===== config.mk =====
export PLATFORM = sky130hd
export DESIGN_NAME = dac_spi_arbiter
export DESIGN_NICKNAME = d
export VERILOG_FILES = /design/src/rtl/dac_spi_arbiter.sv
export SDC_FILE = /design/constraint.sdc
export NUM_CORES = 1
export LEC_CHECK = 0
export ABC_AREA = 1
export CAP_MARGIN = 10
export CORE_ASPECT_RATIO = 1.25
export CORE_MARGIN = 1
export CORE_UTILIZATION = 30
export DETAILED_ROUTE_END_ITERATION = 8
export PLACE_DENSITY = 0.51
export SYNTH_ARGS = -nofsm -noshare
export SYNTH_HDL_FRONTEND = slang
export SYNTH_SLANG_ARGS = --single-unit

===== constraint.sdc =====
create_clock -name clock_clk -period 1.6 [get_ports clock_clk]
set_clock_uncertainty 0.1 [all_clocks]
set_input_delay 0.24 -clock clock_clk [delete_from_list [all_inputs] [get_ports clock_clk]]
set_output_delay 0.24 -clock clock_clk [all_outputs]
set_load 0.05 [all_outputs]

===== src/rtl/dac_spi_arbiter.sv =====
// -----------------------------------------------------------------------------
// dac_spi_arbiter
//   Shares one serial 16-bit audio DAC between two tone-sample requesters
//   (channel A and channel B). Requests are granted round-robin through
//   valid/ready handshakes. Each granted sample goes out as one 24-bit SPI
//   frame {6'b0, pd_mode, sample}, MSB first. The last fully sent sample is
//   mirrored on a parallel monitor output.
//
// Parameters
//   CLK_DIV   clock_clk cycles per SPI clock half-period (>= 1)
//   SYNC_GAP  minimum clock_clk cycles spi_sync stays high between frames (>= 1)
//
// Ports
//   clock_clk      system clock, rising edge
//   reset_reset_n  asynchronous active-low reset
//   a_valid/a_data/a_ready   channel A sample handshake
//   b_valid/b_data/b_ready   channel B sample handshake
//   pd_mode        DAC power-down bits, captured with the sample
//   spi_data       serial data, MSB first
//   spi_clk        serial clock, idles high, DAC samples on falling edge
//   spi_sync       frame sync, active low
//   busy           high whenever the arbiter is not idle
//   last_grant_b   0 = A granted last, 1 = B granted last
//   dac_out_data   last fully transmitted sample
// -----------------------------------------------------------------------------
module dac_spi_arbiter #(
   parameter int CLK_DIV  = 2,
   parameter int SYNC_GAP = 4
) (
   input  logic        clock_clk,
   input  logic        reset_reset_n,
   input  logic        a_valid,
   input  logic [15:0] a_data,
   output logic        a_ready,
   input  logic        b_valid,
   input  logic [15:0] b_data,
   output logic        b_ready,
   input  logic [1:0]  pd_mode,
   output logic        spi_data,
   output logic        spi_clk,
   output logic        spi_sync,
   output logic        busy,
   output logic        last_grant_b,
   output logic [15:0] dac_out_data
);

   localparam int PW = (CLK_DIV  > 1) ? $clog2(CLK_DIV)  : 1;
   localparam int GW = (SYNC_GAP > 1) ? $clog2(SYNC_GAP) : 1;
   localparam logic [PW-1:0] PH_LAST  = PW'(CLK_DIV - 1);
   localparam logic [GW-1:0] GAP_LAST = GW'(SYNC_GAP - 1);

   typedef enum logic [1:0] {IDLE, SHIFT, GAP} state_t;

   state_t        r_state,  w_state_next;
   // Bit 23 of the frame goes straight to spi_data at acceptance, so only the
   // remaining 23 bits need to be held here.
   logic [22:0]   r_shift,  w_shift_next;
   logic [4:0]    r_bit,    w_bit_next;
   logic [PW-1:0] r_phase,  w_phase_next;
   logic          r_low,    w_low_next;     // 0 = spi_clk high half, 1 = low half
   logic [GW-1:0] r_gap,    w_gap_next;
   logic          r_last_b, w_last_b_next;
   logic [15:0]   r_sample, w_sample_next;
   logic [15:0]   r_dac,    w_dac_next;
   logic          r_sync,   w_sync_next;
   logic          r_sclk,   w_sclk_next;
   logic          r_sdata,  w_sdata_next;

   logic          w_idle;
   logic          w_grant_b;
   logic          w_accept;
   logic [15:0]   w_data;
   logic [23:0]   w_load;

   // Round-robin: on a tie, the channel that did not win last time goes next.
   assign w_idle    = (r_state == IDLE);
   assign w_grant_b = b_valid & (~a_valid | ~r_last_b);
   assign a_ready   = w_idle & a_valid & ~w_grant_b;
   assign b_ready   = w_idle & w_grant_b;
   assign w_accept  = a_ready | b_ready;
   assign w_data    = w_grant_b ? b_data : a_data;
   assign w_load    = {6'b0, pd_mode, w_data};

   always_comb begin
      w_state_next  = r_state;
      w_shift_next  = r_shift;
      w_bit_next    = r_bit;
      w_phase_next  = r_phase;
      w_low_next    = r_low;
      w_gap_next    = r_gap;
      w_last_b_next = r_last_b;
      w_sample_next = r_sample;
      w_dac_next    = r_dac;
      w_sync_next   = r_sync;
      w_sclk_next   = r_sclk;
      w_sdata_next  = r_sdata;

      case (r_state)
         IDLE: begin
            if (w_accept) begin
               w_state_next  = SHIFT;
               w_shift_next  = w_load[22:0];
               w_bit_next    = 5'd23;
               w_phase_next  = '0;
               w_low_next    = 1'b0;
               w_last_b_next = w_grant_b;
               w_sample_next = w_data;
               w_sync_next   = 1'b0;
               w_sclk_next   = 1'b1;
               w_sdata_next  = w_load[23];
            end
         end

         SHIFT: begin
            if (r_phase != PH_LAST) begin
               w_phase_next = r_phase + 1'b1;
            end else begin
               w_phase_next = '0;
               if (!r_low) begin
                  w_low_next  = 1'b1;
                  w_sclk_next = 1'b0;
               end else if (r_bit == 5'd0) begin
                  // Low half of bit 0 done: close the frame and publish it.
                  w_state_next = GAP;
                  w_gap_next   = '0;
                  w_sync_next  = 1'b1;
                  w_sclk_next  = 1'b1;
                  w_sdata_next = 1'b0;
                  w_dac_next   = r_sample;
               end else begin
                  // Next bit starts while spi_clk is high.
                  w_low_next   = 1'b0;
                  w_bit_next   = r_bit - 5'd1;
                  w_shift_next = {r_shift[21:0], 1'b0};
                  w_sclk_next  = 1'b1;
                  w_sdata_next = r_shift[22];
               end
            end
         end

         GAP: begin
            if (r_gap == GAP_LAST) begin
               w_state_next = IDLE;
            end else begin
               w_gap_next = r_gap + 1'b1;
            end
         end

         default: w_state_next = IDLE;
      endcase
   end

   // Pin levels are registered so spi_* never glitch; reset forces the idle
   // levels immediately, which makes the DAC discard a half-sent frame.
   always_ff @(posedge clock_clk or negedge reset_reset_n) begin
      if (!reset_reset_n) begin
         r_state  <= IDLE;
         r_shift  <= '0;
         r_bit    <= '0;
         r_phase  <= '0;
         r_low    <= 1'b0;
         r_gap    <= '0;
         r_last_b <= 1'b1;
         r_sample <= '0;
         r_dac    <= '0;
         r_sync   <= 1'b1;
         r_sclk   <= 1'b1;
         r_sdata  <= 1'b0;
      end else begin
         r_state  <= w_state_next;
         r_shift  <= w_shift_next;
         r_bit    <= w_bit_next;
         r_phase  <= w_phase_next;
         r_low    <= w_low_next;
         r_gap    <= w_gap_next;
         r_last_b <= w_last_b_next;
         r_sample <= w_sample_next;
         r_dac    <= w_dac_next;
         r_sync   <= w_sync_next;
         r_sclk   <= w_sclk_next;
         r_sdata  <= w_sdata_next;
      end
   end

   assign spi_data     = r_sdata;
   assign spi_clk      = r_sclk;
   assign spi_sync     = r_sync;
   assign busy         = ~w_idle;
   assign last_grant_b = r_last_b;
   assign dac_out_data = r_dac;

endmodule

==> impl_results.md, run 1 <==
- Antenna Nets Post-Route: 0
- Fin area: ~5300 µm²
- Failing checks: design-rule violations, negative setup slack
- Commonest non-fill, non-tap cells in the layout: 121 x nand2_1, 79 x nand3_1, 66 x dfrtp_1
- CTS tree: yes
- Max Slew Vio Count: 0
- Kind of critical path: register to output pin
- Final period util: 109%
- Die Span Y: 122 µm
- Worst Path Max Fanout: 4
- Seq pwr share: roughly a quarter
- Final WS setup: -0.139 ns
- Sequential area share after synthesis: between 50 and 60%
- Cells after Synth: approximately 450
- Critical-path cell list: nor2_4 -> nand2_2 -> buf_6 -> nor2_4 -> buf_12
- Peak supply drop: between 0.0009 and 0.001 V
- Initial Util: around 31%
- WL final: ~9.3 mm
- Clock buffer count from CTS: 9
- Peak Freq: about 0.57 GHz
- Minimum clock period: 1.74 ns
- Psw: 5.29 mW
- R2R Setup Slk: -0.10 ns
- RSZ-0062 raised after global routing: yes
- Endpoints failing setup: 44
- Clk pwr share: around 17%
- Hpwl dp: ~6 mm
- Core area: ~11000 µm²
- Via-to-Cell Ratio: between 4 and 5
- Worst-Margin Slew: roughly 0.38 ns
- Critical path arrival: 1.40 ns
- Yosys cell types: 27
- WP data required: 1.26 ns
- Number of synthesized register bits: 70
- Worst-Skew Late Latency: approximately 0.34 ns
- Nets: approximately 590
- Clk slew on worst S/H paths: about 0.060 ns
- Reg2reg path depth: 9
- Root Buffer: clkbuf_16
- Routed vias: about 3200
- Max-cap violation count: 0
- Static leakage: 2.71 nW
- Max clock buf depth: 2
- # rows: 43
- Tot GR Track Use: ~16%
- Power Density: about 2400 nW/µm²
- Internal power: between 7 and 8 mW
- Reg2reg start: r_state[0]
- Worst reg2reg endpoint: r_shift[12]
- Number of synthesis warnings: 0
- Port Buffers: 60
- Final Hold Vio Count: 0
- Grt ovf: 0
- Slowest stage delay, CP: a little over 0.4 ns
- Gate power share: 58.2%
- CP bufs+invs: 2
- Synthesized cell area: roughly 3500 µm²
- CP Launch Type: register
- First-pass GRT wire length: 15.5 mm
- Rel. slew slack: 74.7%
- Synth Area per Inst: around 7.7 µm²
- WL per Instance: approximately 13 µm
- Area Growth Syn to Fin: 53.7%
- Share of layout cells above drive strength 1: 25.5%
- Most common cell after layout, fill and taps aside: nand2_1
- Num Clock Sinks: 70
- Gpl congestion: roughly 0.8
- Synthesized net count: around 500
- Top cell by count, worst path: nor2_4
- Tot Pwr: between 10 and 15 mW
- Die ar.: 11900 µm²
- Slowest cell on the critical path: dfrtp_1
- Vias in the first global route: ~3200
- Initial antenna violation count: 0
- Placed cell areas: around 4500 µm²
- Sw Ratio: a little over two fifths
- Ports: around 60
- CP top delay family: flip-flops
- CP Capture Type: output pin
- Number of remaining DRC errors: 3
- DR iter-0 viols: 131
- CTS H-tree depth: 3
- TritonRoute pass-1 iters: 6
- Hold WS: between 0.3 and 0.4 ns
- Status: finished with violations
- ANT cells: 0
- Die width: a little under 100 µm
- Largest net degree at the start of global routing: 71
- Worst hold path type: primary input to asynchronous set/reset pin
worst max-delay path by stage:
stage             endpoint          from  cells after the start  slack (ns)
2_1_floorplan      a_ready  last_grant_b                      5       -0.13
3_3_place_gp    r_shift[0]       b_valid                      7       -0.20
3_5_place_dp   r_shift[19]       a_valid                      8       -0.23
4_1_cts            a_ready  last_grant_b                      6       -0.14
5_1_grt        r_shift[12]    r_state[1]                      9       -0.19
6_report           a_ready    r_state[0]                      5       -0.14
synth_stat cells:
library cell    n  area [µm²]
nand2_1       149         559
nand3_1        82         410
dfrtp_1        67        1680
inv_1          63         236
o21ai_0        32         160
buf_2          11        55.1
nor2_1          9        33.8
clkbuf_1        5        18.8
buf_4           4        30.0
dfstp_2         3        78.8
o21ai_1         3        15.0
ha_1            2        25.0
inv_2           2        7.51
nand2_2         2        12.5
nand3_2         2        20.0
nand4_1         2        12.5
nor2_4          2        22.5
or2_2           2        12.5
a21oi_1         1        5.00
and2_1          1        6.26
buf_6           1        11.3
inv_4           1        6.26
nand3b_1        1        7.51
nor2_2          1        6.26
o211ai_1        1        7.51
o21a_1          1        7.51
or2_0           1        6.26
metal layers:
metal / global-route usage, % / vias to the layer above / wire [µm]
met5: 0 / - / 0
met4: 7.77 / 0 / 229
met3: 2.52 / 16 / 326
met2: 27.3 / 71 / 4710
met1: 21.1 / 1491 / 4000
li1: - / 1621 / -
timing repair:
| item | CTS | global route |
|---|---|---|
| cloned | 5 | 1 |
| buffers inserted | 15 | 8 |
| hold endpoints to repair | 67 | 0 |
| hold buffers | 1 | 0 |
| pin swaps | 7 | 17 |
| setup endpoints to repair | 35 | 65 |
| resized for setup | 26 | 51 |
through the flow:
step	std cells	util (%)	setup WS [ns]	TNS, ns
finish	691	47.6	-0.139	-1.68
detailed placement	651	40.2	-0.234	-7.81
floorplan	451	-	-0.129	-0.936
global placement	651	40.2	-0.200	-7.13
CTS	687	46.4	-0.142	-4.37
global route	691	47.6	-0.191	-6.31
power groups by stage:
stage                     clock network, mW  logic (mW)  registers [mW]
after floorplan                           0        2.99            3.82
after global placement                    0        5.68            3.09
after detailed placement                  0        5.76            3.11
after CTS                              2.15        7.10            3.08
after global routing                   2.24        8.00            3.22
final                                  2.12        7.30            3.13
sequential cells by signal, summed over array words and instances, names as in the netlist:
name	flops
dac_out_data	16
last_grant_b	1
r_bit	5
r_gap	2
r_low	1
r_phase	1
r_sample	16
r_shift	23
r_state	2
spi_clk	1
spi_data	1
spi_sync	1
cells by family after synthesis:
group,synth area share [%]
flip-flops,50.9
adder cells (fa/ha/maj),0.725
buffers and inverters,10.6
AO/OA/AOI/OAI,5.66
AND/OR/NAND/NOR,32.2
final cells by class:
cell class | count | area (µm²)
Sequential cell | 70 | 1760
Fill cell | 1076 | 5830
Multi-Input combinational cell | 294 | 1500
Tap cell | 135 | 169
Timing Repair Buffer | 110 | 1300
Inverter | 66 | 263
Clock inverter | 6 | 86.3
Clock buffer | 10 | 229
tightest hold or removal path, cell delays in order:
cell and delay, ns:
dlygate4sd3_1 0.52, buf_2 0.12, buf_12 0.32
No activity file was read; power rests on OpenSTA's default activity.
==> run 2, diff against run 1 <==
Settings changed: SKIP_LAST_GASP set to 1.
==> impl_results.md, run 2 (synthesis results as in run 1) <==
- Post-Place Cells: roughly 650
- Tot Pwr: 12.5 mW
- RSZ-0062 raised after global routing: yes
- Peak supply drop: approximately 0.00095 V
- Worst reg2reg endpoint: r_shift[13]
- First-pass GRT wire length: between 15 and 20 mm
- Power Density: roughly 2400 nW/µm²
- Commonest non-fill, non-tap cells in the layout: 123 x nand2_1, 79 x nand3_1, 66 x dfrtp_1
- Clk slew on worst S/H paths: 0.06 ns
- Grt ovf: 0
- Max reg flops: 23
- Clock buffer count from CTS: 9
- Layout Utilization: between 40% and 50%
- ANT cells: 0
- Nets: between 500 and 600
- Core area: 11100 µm²
- Met2 wire length: between 4 and 5 mm
- Critical path arrival: ~1.4 ns
- Antenna Nets Post-Route: 0
- Worst-Skew Late Latency: about 0.33 ns
- Kind of critical path: register to output pin
- Status: finished with violations
- Max Slew Vio Count: 0
- Worst hold path type: primary input to asynchronous set/reset pin
- Worst Path Max Fanout: 3
- Hpwl dp: approximately 5.8 mm
- R2R Setup Slk: -0.10 ns
- Vias in the first global route: roughly 3200
- Finished Layout Cells: 691
- Setup TNS: -1.61 ns
- Share of layout cells above drive strength 1: roughly a quarter
- Max-cap violation count: 0
- Most common cell after layout, fill and taps aside: nand2_1
- Number of remaining DRC errors: 3
- CTS H-tree depth: 3
- Endpoints failing setup: 44
- Root Buffer: clkbuf_16
- Gpl congestion: just over 0.8
- Worst-Margin Slew: about 0.38 ns
- Highest metal used: met4
- DR iter-0 viols: 140
- Max clock buf depth: 2
- Wire length on met3: between 300 and 400 µm
- Via-to-Cell Ratio: about 4.6
- Fillers: between 1000 and 1500
- WP data required: between 1 and 1.5 ns
- Tot GR Track Use: between 10% and 20%
- Peak Freq: between 0.5 and 0.6 GHz
- # rows: 43
- Largest net degree at the start of global routing: just over 70
- Rel. slew slack: between 70 and 80%
- Reg2reg start: r_state[0]
- Initial Util: ~31%
- Final WS setup: -0.131 ns
- Static leakage: approximately 2.7 nW
- Routed vias: about 3200
- TritonRoute pass-1 iters: 6
- Final Hold Vio Count: 0
- Num Clock Sinks: 70
- Port Buffers: 60
- CP Capture Type: output pin
- Minimum clock period: approximately 1.7 ns
- Final period util: 108%
- WL final: ~9 mm
- Worst slack, placed: -0.234 ns
- Met1 WL: around 4 mm
- Ports: 61
- CP Launch Type: register
- Failing checks: design-rule violations, negative setup slack
- WL per Instance: about 13 µm
- Die width: approximately 98 µm
- Reg2reg path depth: 9
- Die ar.: ~12000 µm²
- Die Span Y: around 120 µm
- Area Growth Syn to Fin: 53.0%
- Initial antenna violation count: 0
- CTS tree: yes
- Top reg by flops: r_shift
-- run 2: cell types whose count changed in the layout (fill, tap and decap cells not counted) --
cell / change
inv_4: -1
buf_6: -2
nand2_1: +2
buf_4: +2
inv_2: +1
nand2_4: -2
-- run 2: worst max-delay path by stage --
stage,endpoint,slack [ns],start
after floorplan,a_ready,-0.13,last_grant_b
after global placement,r_shift[0],-0.20,b_valid
after detailed placement,r_shift[19],-0.23,a_valid
after CTS,a_ready,-0.14,last_grant_b
after global routing,r_shift[12],-0.18,r_state[1]
final,a_ready,-0.13,last_grant_b
-- run 2: critical path, cell delays in order (launching register included) --
cell     delay [ns]
dfstp_2        0.55
nand2_4        0.07
nand2_4        0.07
buf_6          0.10
inv_4          0.03
nor2_4         0.09
buf_12         0.14
-- run 2: what timing repair did --
item	CTS	global route
hold buffers	1	0
gates resized for setup	24	46
endpoints found under the hold margin	67	0
buffers inserted	15	8
setup endpoints to repair	35	68
pin swaps	7	14
gates cloned	5	1
-- run 2: report_power, final --
group,switching [mW],internal (mW)
sequential,0.484,2.64
clock,0.757,1.36
combinational,4.01,3.24
-- run 2: per-stage QoR --
| stage | area [µm²] | hold WS (ns) |
|---|---|---|
| after global placement | 4480 | 0.197 |
| after CTS | 5160 | 0.377 |
| after global routing | 5280 | 0.396 |
| after detailed placement | 4480 | 0.201 |
| after floorplan | 3490 | -0.156 |
| final | 5280 | 0.359 |
-- run 2: per-layer routing --
metal  up-vias  track usage (%)
met4         0             7.77
met1      1495             21.0
met5         -                0
li1       1613                -
met3        14             2.52
met2        50             27.3
-- run 2: final cells by class --
| type | instances | area, µm² | share of cell area [%] |
|---|---|---|---|
| Sequential cell | 70 | 1760 | 33.3 |
| Multi-Input combinational cell | 294 | 1490 | 28.2 |
| Timing Repair Buffer | 110 | 1290 | 24.4 |
| Inverter | 66 | 260 | 4.93 |
| Clock buffer | 10 | 229 | 4.34 |
| Tap cell | 135 | 169 | 3.20 |
| Clock inverter | 6 | 86.3 | 1.64 |
==> run 3, diff against run 2 <==
Settings changed: DONT_BUFFER_PORTS set to 1, PLACE_DENSITY 0.51 to 0.44.
==> impl_results.md, run 3 (synthesis results as in run 1) <==
- Status: finished with violations
- Failing checks: design-rule violations, negative hold slack, negative setup slack
- Die width: 97.9 µm
- Final period util: 106%
- Finished Layout Cells: between 600 and 700
- Placed cell areas: approximately 3800 µm²
- Final Hold Vio Count: 70
- Fin area: approximately 4500 µm²
- Worst-Skew Late Latency: between 0.3 and 0.4 ns
- Die ar.: approximately 12000 µm²
- WL per Instance: roughly 14 µm
- Rel. slew slack: around two thirds
- Port Buffers: 0
- # rows: 43
- Minimum clock period: roughly 1.7 ns
- Max-cap violation count: 0
- First-pass GRT wire length: around 14 mm
- CTS H-tree depth: 3
- Fillers: ~1200
- Root Buffer: clkbuf_16
- Worst-Margin Slew: 0.498 ns
- Initial Util: between 30% and 40%
- Vias in the first global route: between 3000 and 4000
- Kind of critical path: register to output pin
- Gpl congestion: between 0.8 and 0.9
- Grt ovf: 0
- CTS tree: yes
- Area of the multi-input gates: about 1400 µm²
- Top reg by flops: r_shift
- Ports: between 60 and 70
- DR iter-0 viols: between 100 and 150
- Clk slew on worst S/H paths: ~0.06 ns
- CP Launch Type: register
- Register area: around 1800 µm²
- Layout Utilization: roughly two fifths
- WL final: just under 9 mm
- Reg2reg start: r_state[1]
- Largest net degree at the start of global routing: slightly above 70
- Hold WS: -0.498 ns
- CP Capture Type: output pin
- TritonRoute pass-1 iters: 6
- Share of layout cells above drive strength 1: a little under a fifth
- Most common cell after layout, fill and taps aside: nand2_1
- Max reg flops: 23
- Area Growth Syn to Fin: 29.7%
- Max clock buf depth: 2
- Via-to-Cell Ratio: between 4 and 5
- Worst slack, placed: -0.0231 ns
- Post-Place Cells: a little under 600
- Num Clock Sinks: 70
- ANT cells: 0
- Worst Path Max Fanout: 4
- Critical path arrival: about 1.4 ns
- Hpwl dp: approximately 5.6 mm
- Antenna Nets Post-Route: 0
- Commonest non-fill, non-tap cells in the layout: 141 x nand2_1, 78 x nand3_1, 66 x dfrtp_1
- Nets: 523
- Tot Pwr: 11.5 mW
- Endpoints failing setup: 45
- Clock buffer count from CTS: 9
- Final WS setup: -0.0903 ns
- Setup TNS: -1.58 ns
- Tot GR Track Use: 15.6%
- Routed vias: around 2900
- Max Slew Vio Count: 0
- Crit path from: r_state[1]
- WP data required: between 1 and 1.5 ns
- Die Span Y: 122 µm
- Core area: between 10000 and 15000 µm²
- Worst hold path type: primary input to asynchronous set/reset pin
- Number of remaining DRC errors: 6
- Peak supply drop: just over 0.0009 V
- Initial antenna violation count: 0
- Reg2reg path depth: 9
- Peak Freq: between 0.5 and 0.6 GHz
- Power Density: between 2000 and 3000 nW/µm²
- Static leakage: approximately 2.3 nW
- RSZ-0062 raised after global routing: yes
==> run 3: layer usage <==
layer	global-route usage, %	part of all wire, %	routed length [µm]
met4	8.52	1.5	129
met5	0	0	0
met3	2.58	3.8	332
met2	25.6	49	4250
met1	19.5	46	3940
==> run 3: power by group <==
| group | total [mW] | switching [mW] | internal (mW) |
|---|---|---|---|
| combinational | 5.20 | 2.93 | 2.26 |
| sequential | 3.82 | 1.20 | 2.62 |
| clock | 2.47 | 0.750 | 1.72 |
==> run 3: final cells by class <==
cell class | count | area share (%)
Sequential cell | 70 | 39.3
Clock inverter | 6 | 2.96
Multi-Input combinational cell | 294 | 32.1
Tap cell | 135 | 3.78
Timing Repair Buffer | 42 | 10.7
Inverter | 66 | 5.82
Clock buffer | 10 | 5.34
==> run 3: final timing paths <==
check / slack [ns] / endpoint
min: -0.50 / r_low
min reg2reg: 0.37 / r_shift[18]
max: -0.09 / a_ready
max reg2reg: -0.07 / r_shift[16]
min in group clock_clk: 0.03 / last_grant_b
max in group asynchronous: 1.72 / spi_sync
==> run 3: worst max-delay path: stages, from the launching register on <==
cell	delay (ns)
dfrtp_2	0.43
nor2_4	0.16
nand2_2	0.08
buf_6	0.12
nor2_4	0.09
buf_12	0.14
==> run 3: repair_timing <==
action | 4_1_cts | 5_1_grt
endpoints found under the hold margin | 70 | 70
pin swaps | 5 | 6
endpoints found under the setup margin | 17 | 52
cloned | 1 | 3
resized for setup | 9 | 24
buffers inserted | 10 | 1
